<file path="config.mk">
export PLATFORM = sky130hd
export DESIGN_NAME = composer_seq_ctrl
export DESIGN_NICKNAME = d
export VERILOG_FILES = /design/src/rtl/composer_pkg.sv /design/src/rtl/composer_play_seq.sv /design/src/rtl/composer_seq_ctrl.sv
export SDC_FILE = /design/constraint.sdc
export NUM_CORES = 1
export LEC_CHECK = 0
export CAP_MARGIN = 20
export CORE_ASPECT_RATIO = 1.25
export CORE_MARGIN = 5
export CORE_UTILIZATION = 40
export DETAILED_ROUTE_END_ITERATION = 12
export GPL_TIMING_DRIVEN = 0
export PLACE_DENSITY_LB_ADDON = 0.1
export SYNTH_ARGS = -nofsm -noshare
export SYNTH_HDL_FRONTEND = slang
export SYNTH_SLANG_ARGS = --single-unit
</file>
<file path="constraint.sdc">
create_clock -name clk -period 3.7 [get_ports clk]
set_input_delay 0.555 -clock clk [delete_from_list [all_inputs] [get_ports clk]]
set_output_delay 0.555 -clock clk [all_outputs]
set_load 0.05 [all_outputs]
</file>
<file path="src/rtl/composer_pkg.sv">
// Shared definitions for the composer sequencing controller:
// state encoding, state type and port-width helpers.
package composer_pkg;

    typedef logic [3:0] state_t;

    localparam state_t ST_MENU        = 4'd0;
    localparam state_t ST_START       = 4'd1;
    localparam state_t ST_SELECT_MODE = 4'd2;
    localparam state_t ST_SELECT_SONG = 4'd3;
    localparam state_t ST_DRAW_SCORE  = 4'd4;
    localparam state_t ST_EDIT        = 4'd5;
    localparam state_t ST_DELETE      = 4'd6;
    localparam state_t ST_INSERT      = 4'd7;
    localparam state_t ST_MAKE_SONG   = 4'd8;
    localparam state_t ST_PLAY        = 4'd9;
    localparam state_t ST_PLAY_WAIT   = 4'd10;

    // Width of a track index; a single track still needs one bit.
    function automatic int trk_width(input int num_tracks);
        return (num_tracks > 1) ? $clog2(num_tracks) : 1;
    endfunction

    // Width of a note slot address within one track.
    function automatic int addr_width(input int max_notes);
        return (max_notes > 1) ? $clog2(max_notes) : 1;
    endfunction

endpackage

</file>
<file path="src/rtl/composer_play_seq.sv">
// Playback stepper: divides PLAY time into NOTE_TICKS-cycle steps and walks
// the slot address from 0 up to play_len-1, optionally looping.
module composer_play_seq #(
    parameter int NOTE_TICKS = 8,
    parameter int AW         = 5
) (
    input  logic          clk,
    input  logic          reset,
    input  logic          run,
    input  logic          loop_mode,
    input  logic [AW:0]   play_len,
    output logic          step_start,
    output logic [AW-1:0] addr,
    output logic          done
);

    localparam int TW = (NOTE_TICKS > 1) ? $clog2(NOTE_TICKS) : 1;

    logic [TW-1:0] tick_r;
    logic [AW-1:0] addr_r;
    logic          empty_s;
    logic          last_tick_s;
    logic          last_step_s;

    // Step boundaries and end-of-pass detection from the tick/address registers.
    always_comb begin
        empty_s     = (play_len == {(AW + 1){1'b0}});
        last_tick_s = (tick_r == TW'(NOTE_TICKS - 1));
        last_step_s = (({1'b0, addr_r} + {{AW{1'b0}}, 1'b1}) == play_len);
        step_start  = run && !empty_s && (tick_r == {TW{1'b0}});
        done        = run && (empty_s || (last_tick_s && last_step_s && !loop_mode));
        addr        = addr_r;
    end

    // Tick counter and address stepping; both idle at zero outside PLAY.
    always_ff @(posedge clk) begin
        if (reset || !run) begin
            tick_r <= {TW{1'b0}};
            addr_r <= {AW{1'b0}};
        end else if (empty_s) begin
            tick_r <= tick_r;
            addr_r <= addr_r;
        end else if (last_tick_s) begin
            tick_r <= {TW{1'b0}};
            if (last_step_s) begin
                addr_r <= {AW{1'b0}};
            end else begin
                addr_r <= addr_r + AW'(1);
            end
        end else begin
            tick_r <= tick_r + TW'(1);
        end
    end

endmodule

</file>
<file path="src/rtl/composer_seq_ctrl.sv">
// Composer main controller: menu/mode/edit/play FSM, per-track note counters,
// insert delay and playback sequencing. All outputs are registered decodes.
// Optional build macro COMPOSER_LOOP_EN adds the loop_mode input for looped
// playback (play acts as stop while looping).
module composer_seq_ctrl
    import composer_pkg::*;
#(
    parameter int  NUM_TRACKS   = 2,
    parameter int  MAX_NOTES    = 32,
    parameter int  INSERT_DELAY = 4,
    parameter int  NOTE_TICKS   = 8,
    localparam int TRK_W        = trk_width(NUM_TRACKS),
    localparam int AW           = addr_width(MAX_NOTES)
) (
    input  logic             clk,
    input  logic             reset,
    input  logic             restart,
    input  logic             start,
    input  logic             make_my_own,
    input  logic             play_saved,
    input  logic             score_drawn,
    input  logic             play,
    input  logic             play_again,
    input  logic             end_insert,
    input  logic             insert,
    input  logic             delete,
    input  logic [TRK_W-1:0] track_sel,
`ifdef COMPOSER_LOOP_EN
    input  logic             loop_mode,
`endif
    output logic             menu_enable,
    output logic             list_enable,
    output logic             song_list_enable,
    output logic             draw_score,
    output logic             end_vga_display,
    output logic             note_we,
    output logic             note_del,
    output logic [TRK_W-1:0] wr_track,
    output logic [AW-1:0]    wr_addr,
    output logic             is_full,
    output logic             play_enable,
    output logic             note_strobe,
    output logic [AW-1:0]    play_addr,
    output logic [3:0]       state_o
);

    localparam int              CW     = AW + 1;
    localparam int              IW     = (INSERT_DELAY > 1) ? $clog2(INSERT_DELAY) : 1;
    localparam logic [CW-1:0]   FULL_C = CW'(MAX_NOTES);

    state_t          state_r;
    state_t          state_n_s;
    logic [CW-1:0]   cnt_r [NUM_TRACKS];
    logic [CW-1:0]   cnt_sel_s;
    logic [CW-1:0]   del_addr_s;
    logic [CW-1:0]   max_cnt_s;
    logic [CW-1:0]   play_len_r;
    logic [IW-1:0]   ins_tmr_r;
    logic            trk_ok_s;
    logic            is_full_s;
    logic            ins_last_s;
    logic            ins_wr_s;
    logic            del_s;
    logic            loop_s;
    logic            seq_run_s;
    logic            seq_step_s;
    logic            seq_done_s;
    logic [AW-1:0]   seq_addr_s;

    // Selected-track count, edit strobes and longest track for playback length.
    always_comb begin
        trk_ok_s = (int'(track_sel) < NUM_TRACKS);
        if (trk_ok_s) begin
            cnt_sel_s = cnt_r[track_sel];
        end else begin
            cnt_sel_s = {CW{1'b0}};
        end
        del_addr_s = cnt_sel_s - CW'(1);
        is_full_s  = trk_ok_s && (cnt_sel_s == FULL_C);
        ins_last_s = (ins_tmr_r == IW'(INSERT_DELAY - 1));
        ins_wr_s   = (state_r == ST_INSERT) && (ins_tmr_r == {IW{1'b0}}) && trk_ok_s && !is_full_s;
        del_s      = (state_r == ST_DELETE) && trk_ok_s && (cnt_sel_s != {CW{1'b0}});
        max_cnt_s  = {CW{1'b0}};
        for (int t = 0; t < NUM_TRACKS; t++) begin
            if (cnt_r[t] > max_cnt_s) begin
                max_cnt_s = cnt_r[t];
            end else begin
                max_cnt_s = max_cnt_s;
            end
        end
`ifdef COMPOSER_LOOP_EN
        loop_s = loop_mode;
`else
        loop_s = 1'b0;
`endif
        seq_run_s = (state_r == ST_PLAY) && !restart;
    end

    composer_play_seq #(
        .NOTE_TICKS (NOTE_TICKS),
        .AW         (AW)
    ) u_play_seq (
        .clk        (clk),
        .reset      (reset),
        .run        (seq_run_s),
        .loop_mode  (loop_s),
        .play_len   (play_len_r),
        .step_start (seq_step_s),
        .addr       (seq_addr_s),
        .done       (seq_done_s)
    );

    // Next-state decision for the controller FSM (restart is applied in the register).
    always_comb begin
        state_n_s = state_r;
        case (state_r)
            ST_MENU:        if (start) state_n_s = ST_START; else state_n_s = ST_MENU;
            ST_START:       state_n_s = ST_SELECT_MODE;
            ST_SELECT_MODE: begin
                if (make_my_own) begin
                    state_n_s = ST_DRAW_SCORE;
                end else if (play_saved) begin
                    state_n_s = ST_SELECT_SONG;
                end else begin
                    state_n_s = ST_SELECT_MODE;
                end
            end
            ST_SELECT_SONG: if (play) state_n_s = ST_PLAY; else state_n_s = ST_SELECT_SONG;
            ST_DRAW_SCORE:  if (score_drawn) state_n_s = ST_EDIT; else state_n_s = ST_DRAW_SCORE;
            ST_EDIT: begin
                if (delete) begin
                    state_n_s = ST_DELETE;
                end else if (end_insert || is_full_s) begin
                    state_n_s = ST_MAKE_SONG;
                end else if (insert) begin
                    state_n_s = ST_INSERT;
                end else begin
                    state_n_s = ST_EDIT;
                end
            end
            ST_DELETE:      state_n_s = ST_EDIT;
            ST_INSERT:      if (ins_last_s) state_n_s = ST_EDIT; else state_n_s = ST_INSERT;
            ST_MAKE_SONG:   if (play) state_n_s = ST_PLAY; else state_n_s = ST_MAKE_SONG;
            ST_PLAY: begin
                if (seq_done_s) begin
                    state_n_s = ST_PLAY_WAIT;
`ifdef COMPOSER_LOOP_EN
                end else if (play) begin
                    state_n_s = ST_PLAY_WAIT;
`endif
                end else begin
                    state_n_s = ST_PLAY;
                end
            end
            ST_PLAY_WAIT:   if (play_again) state_n_s = ST_PLAY; else state_n_s = ST_PLAY_WAIT;
            default:        state_n_s = ST_MENU;
        endcase
    end

    // State register, insert dwell timer and latched playback length.
    always_ff @(posedge clk) begin
        if (reset) begin
            state_r    <= ST_MENU;
            ins_tmr_r  <= {IW{1'b0}};
            play_len_r <= {CW{1'b0}};
        end else if (restart) begin
            state_r    <= ST_START;
            ins_tmr_r  <= {IW{1'b0}};
        end else begin
            state_r <= state_n_s;
            if ((state_r == ST_INSERT) && !ins_last_s) begin
                ins_tmr_r <= ins_tmr_r + IW'(1);
            end else begin
                ins_tmr_r <= {IW{1'b0}};
            end
            if ((state_r == ST_SELECT_SONG) && play) begin
                play_len_r <= FULL_C;
            end else if ((state_r == ST_MAKE_SONG) && play) begin
                play_len_r <= max_cnt_s;
            end
        end
    end

    // Per-track note counters: cleared when a new score is drawn, saturating edits.
    always_ff @(posedge clk) begin
        if (reset) begin
            for (int t = 0; t < NUM_TRACKS; t++) begin
                cnt_r[t] <= {CW{1'b0}};
            end
        end else if (!restart) begin
            case (state_r)
                ST_DRAW_SCORE: begin
                    for (int t = 0; t < NUM_TRACKS; t++) begin
                        cnt_r[t] <= {CW{1'b0}};
                    end
                end
                ST_DELETE: if (del_s) cnt_r[track_sel] <= del_addr_s;
                ST_INSERT: if (ins_wr_s) cnt_r[track_sel] <= cnt_sel_s + CW'(1);
                default: ;
            endcase
        end
    end

    // Registered output decode; restart drops every enable and strobe at once.
    always_ff @(posedge clk) begin
        if (reset) begin
            menu_enable      <= 1'b0;
            list_enable      <= 1'b0;
            song_list_enable <= 1'b0;
            draw_score       <= 1'b0;
            end_vga_display  <= 1'b0;
            note_we          <= 1'b0;
            note_del         <= 1'b0;
            wr_track         <= {TRK_W{1'b0}};
            wr_addr          <= {AW{1'b0}};
            is_full          <= 1'b0;
            play_enable      <= 1'b0;
            note_strobe      <= 1'b0;
            play_addr        <= {AW{1'b0}};
            state_o          <= ST_MENU;
        end else if (restart) begin
            menu_enable      <= 1'b0;
            list_enable      <= 1'b0;
            song_list_enable <= 1'b0;
            draw_score       <= 1'b0;
            end_vga_display  <= 1'b0;
            note_we          <= 1'b0;
            note_del         <= 1'b0;
            is_full          <= is_full_s;
            play_enable      <= 1'b0;
            note_strobe      <= 1'b0;
            play_addr        <= {AW{1'b0}};
            state_o          <= state_r;
        end else begin
            menu_enable      <= (state_r == ST_MENU);
            list_enable      <= (state_r == ST_START);
            song_list_enable <= (state_r == ST_SELECT_SONG);
            draw_score       <= (state_r == ST_DRAW_SCORE);
            end_vga_display  <= (state_r == ST_PLAY_WAIT);
            note_we          <= ins_wr_s;
            note_del         <= del_s;
            if (ins_wr_s) begin
                wr_track <= track_sel;
                wr_addr  <= cnt_sel_s[AW-1:0];
            end else if (del_s) begin
                wr_track <= track_sel;
                wr_addr  <= del_addr_s[AW-1:0];
            end
            is_full          <= is_full_s;
            play_enable      <= (state_r == ST_PLAY);
            note_strobe      <= seq_step_s;
            play_addr        <= seq_addr_s;
            state_o          <= state_r;
        end
    end

endmodule

</file>
Word level (Yosys, flattened, before mapping)
Memory sizes are Yosys's and may differ from the RTL's.
Index checks and enable logic that the tools add are counted.
{ "word_totals": {"n_memories": 1, "elab_cells": 127, "latch_bits": 0, "ram_bits": 12, "output_inout_bits": 25, "ff_bits": 45, "romBits": 0} }
{ "op_classes": {"order_cmp": 2, "bitwise_logic": 6, "n_addsub": 6, "shift": 0, "mul": 0, "reduce_logical": 32, "mux": 46, "n_eq_ne": 14, "div_mod_pow": 0} }
{ "memory_table": {"columns": ["name", "depth", "width", "rd", "rd_ports_with_merged_regs", "write_ports", "line_no", "text"], "rows": [
  ["cnt_r", 2, 6, 3, 0, 2, "composer_seq_ctrl.sv:53", "logic [CW-1:0] cnt_r [NUM_TRACKS];"]
]} }
{ "ops": {"columns": ["op", "n"], "rows": [
  ["$mux 6", 8],
  ["$pmux 4 s11", 1],
  ["$mux 1", 25],
  ["$eq 4x3->1 const B", 4],
  ["$mux 5", 3],
  ["$eq 4x4->1 const B", 3],
  ["$mux 4", 3],
  ["$logic_and 1x1->1", 11],
  ["$eq 4x2->1 const B", 2],
  ["$mux 2", 4],
  ["$add 5x1->6 const B", 1],
  ["$add 6x1->6 const B", 1],
  ["$eq 6x6->1", 1],
  ["$eq 6x6->1 const B", 1],
  ["$gt 6x1->1 const B", 1],
  ["$gt 6x6->1", 1],
  ["$logic_not 6->1", 1],
  ["$mux 3", 2],
  ["$reduce_and 2->1", 3],
  ["$reduce_bool 6->1", 1],
  ["$reduce_or 6->1", 1],
  ["$sub 6x1->6 const B", 1],
  ["$add 5x1->5 const B", 1],
  ["$logic_not 1->1", 5],
  ["14 further kinds", 21]
]} }

Depth between registers and ports, before layout
An unclocked memory read counts as a cell.
{ "depth": {"word_depth": 12, "mapped_depth": 9, "mapped_depth_nobuf": 7} }

Hierarchy
From an unflattened synthesis, not the netlist that was laid out.
{ "hier_totals": {"cells_unflattened": 348, "hier_area_um2": 3239.4} }
{ "by_module_without_submodules": {"columns": ["mod", "cells_per_inst", "seq_area_each_um2", "n_inst", "area_each_um2"], "rows": [
  ["composer_seq_ctrl", 287, 1101.1, 1, 2665.1],
  ["composer_play_seq", 61, 160.2, 1, 574.3]
]} }

Worst setup path after synthesis
Ideal clock, no wire load.
{ "synth_timing": {"path_kind": "input -> register", "from": "in track_sel", "to": "mem cnt_r[0][5] (netlist name) (data pin)", "cell_stages": 9, "setup_time_ns": 0.262, "required_time_ns": 3.438, "t_arrival_ns": 2.755, "path_slack_ns": 0.683, "path_cell_list": "buf_6 > mux2i_1 > ha_1 > or4bb_1 > a211o_1 > buf_6 > a2111o_1 > a21oi_1 > nor3b_2"} }
{ "synth_rtl": {"columns": ["element", "line_no", "text"], "rows": [
  ["start, declared", "composer_seq_ctrl.sv:27", "input logic [TRK_W-1:0] track_sel,"],
  ["end, declared", "composer_seq_ctrl.sv:53", null]
]} }

==> results_dict.tcl <==
set metrics [dict create \
    coreArea_sq_um 7840 \
    maxSlewViolCount 0 \
    synth_seq_cells 57 \
    reg2reg_to "cnt_r[0][3]" \
    grt_use_total_pct 16.5 \
    cts_sinks 57 \
    worst_ep_arrival_time_ns 3.53 \
    crit_family "simple AND/OR/NAND/NOR gates" \
    cap_violations 0 \
    cts_tree "yes" \
    grt_pass1_wl_um 13700 \
    rr_startpoint "cnt_r[0][0]" \
    drive_gt1_share_pct 7.40 \
    syn_nets 395 \
    tightest_slew_ns 0.800 \
    grt_setup_unrepaired "no" \
    ioPinCount 38 \
    finClkSkew_ns 0.00807 \
    start_util_pct 41.3 \
    status "complete, no violations" \
    grt_max_degree 11 \
    grt_antenna_before_repair 0 \
    postCtsSetupBuffers 0 \
    vias 2896 \
    netlist_area_sq_um 3230 \
    ant_nets 0 \
    avgSynthCellArea_sq_um 8.79 \
    worstSkewPairLatency_ns 0.34 \
    period_share_pct 94.7 \
    r2r_slack_ns 0.20 \
    dpl_cell_area_sq_um 3700 \
    ctsResizeCount 0 \
    area_growth_pct 20.5 \
    hold_end "wr_addr[0]" \
    hold_slack_ns 0.455 \
    synth-edff-count 12 \
    maxSlewHeadroom_pct 46.2 \
    drc 0 \
    fin_ws_ns 0.196 \
    n_antenna_cell 0 \
    die_y_um 111 \
    fillers 784 \
    fmax_mhz 285 \
    fin_area_sq_um 3900 \
    h-tree-depth 3 \
    slowest_delay_ns 0.56 \
    synthFlopType "dfxtp_1" \
    synthCells 368 \
    required_ns 3.73 \
    cts.path.max_buffers 2 \
    synth_seq_area_share_pct 39.0 \
    ir_drop_mv 0.300 \
    cts_hold_buffers 0 \
    drt-initial-drc-count 129 \
    gp_congestion 0.868 \
    critPathBufInv 0 \
    post-dp-hpwl_um 6150 \
    place_ws_ns -0.0480 \
    cts_buffers 9 \
    vias_per_cell 5.63 \
    crit_fanout 8 \
    hold_class "flop to flop" \
    yosysUniqueCellTypes 64 \
    nNetsFinal 441 \
    p_leak_nw 1.43 \
    cp_slowest_cell "or4bb_1" \
    grt_pass1_vias 2873 \
    grt-ovfl-total 0 \
    finalHoldViolCount 0 \
    wl_per_cell_um 15.9 \
    worstSetupPathType "flop to flop" \
    fin_crit_ns 3.50 \
    power.total_mw 1.38 \
    reg2reg_depth 7 \
    die_w_um 90.4 \
    place.port_buffers 35 \
    first_pass_iters 4 \
    setup_viol 0 \
    ys_async_sr_fraction_pct 0 \
    end_kind "flop" \
    die_area_sq_um 10000 \
    hold_path_startpoint "wr_addr[0]" \
    clk_pin_slew_ns 0.07 \
    num_rows 36 \
    hold_depth 2 \
    critPathLaunchType "flop" \
    routed_wl_um 8190 \
    clockRootBuffer "clkbuf_8" \
    p_per_area_nw_per_um2 354 \
    crit_path_cell_trace "mux2i_1 > ha_1 > or4bb_1 > a211oi_2 > o22ai_1 > nand3b_1 > nand2_1" \
    ys_warn_count 0 \
]
per-stage QoR:
step	util, %	std cells	TNS [ns]
after floorplan	-	368	0
after global placement	47.3	498	-0.276
after detailed placement	47.3	498	-0.286
after CTS	49.7	514	0
after global routing	49.7	514	0
final	49.7	514	0
Yosys cell counts (3+ instances only):
| cell type | instances | area (sq um) |
|---|---|---|
| a21oi_1 | 18 | 90.1 |
| o21a_1 | 4 | 30.0 |
| o21ai_0 | 16 | 80.1 |
| nor4_1 | 3 | 18.8 |
| inv_1 | 19 | 71.3 |
| nor3_1 | 16 | 80.1 |
| nand2_1 | 22 | 82.6 |
| and2_1 | 7 | 43.8 |
| a211oi_1 | 5 | 37.5 |
| clkbuf_1 | 14 | 52.6 |
| nand3_1 | 18 | 90.1 |
| nor3b_1 | 4 | 30.0 |
| nor2_1 | 30 | 113 |
| a32oi_1 | 6 | 52.6 |
| nand2b_1 | 7 | 43.8 |
| or3_1 | 8 | 50.1 |
| mux2i_1 | 8 | 80.1 |
| nand3b_1 | 3 | 22.5 |
| a31oi_1 | 3 | 18.8 |
| o211a_1 | 3 | 30.0 |
| edfxtp_1 | 12 | 360 |
| xor2_1 | 5 | 43.8 |
| xnor2_1 | 7 | 61.3 |
| nand4_1 | 8 | 50.1 |
| o211ai_1 | 5 | 37.5 |
| nor2b_1 | 5 | 31.3 |
| ha_1 | 14 | 175 |
| and3_1 | 6 | 37.5 |
| dfxtp_1 | 45 | 901 |
tightest hold or removal path, delay by kind of cell (launching register included):
family	cells	cell delay (ns)
AOI/OAI and AO/OA	1	0.04
DFF	1	0.31
and+or+nand+nor	1	0.06
layout by cell type (no fill, tap or decap), types with 6 or more instances in the layout:
cell / n
nand2_1: 22
clkbuf_8: 10
mux2i_1: 8
clkbuf_1: 15
and2_1: 7
xnor2_1: 7
a21oi_1: 18
nor2_1: 30
dfxtp_1: 45
o21ai_0: 16
nand2b_1: 7
clkdlybuf4s50_1: 35
nand4_1: 8
and3_1: 6
or3_1: 8
edfxtp_1: 12
nor3_1: 16
nand3_1: 18
a32oi_1: 6
ha_1: 14
inv_1: 19
worst max path at each step:
stage | from | endpoint | slack [ns] | cells past startpoint
after floorplan | track_sel | cnt_r[0][5] | 0.68 | 9
after global placement | track_sel | cnt_r[0][1] | -0.05 | 8
after detailed placement | track_sel | cnt_r[0][1] | -0.05 | 8
after CTS | cnt_r[0][0] | cnt_r[0][1] | 0.22 | 7
after global routing | cnt_r[0][1] | cnt_r[0][3] | 0.02 | 7
final | cnt_r[0][0] | cnt_r[0][3] | 0.20 | 7
state kept, by name, summed over array words and instances (netlist names), 2 cells and up:
name / cells
cnt_r: 12
play_len_r: 6
play_addr: 5
u_play_seq.addr: 5
wr_addr: 5
state_o: 4
state_r: 4
u_play_seq.tick_r: 3
ins_tmr_r: 2
logic make-up after synthesis:
group	count (synthesis)	synth area share (%)
compound gates	85	18.4
fa+ha+maj	14	5.42
xor+xnor	12	3.25
flops	57	39.0
buf+inv	37	4.80
mux	10	3.17
simple gates	153	26.0
routing by layer:
metal	vias up	wire length, um	track usage (%)
met3	15	434	3.61
met5	-	0	0
li1	1453	-	-
met1	1353	3630	20.1
met2	75	3970	28.1
met4	0	157	6.26
final cells by class:
cell class | count | area (sq um) | area share, %
clock inverters | 5 | 52.6 | 1.35
plain buffers | 17 | 80.1 | 2.05
inverters | 20 | 75.1 | 1.93
flip-flops and latches | 57 | 1260 | 32.4
clock buffers | 11 | 141 | 3.63
repair buffers | 35 | 350 | 8.99
multi-input cells | 274 | 1820 | 46.6
well taps | 95 | 119 | 3.05
report_power, final:
group | internal [mW] | switching [mW]
sequential | 0.643 | 0.00852
combinational | 0.0552 | 0.0849
clock | 0.328 | 0.262
No activity file was read; power rests on OpenSTA's default activity.
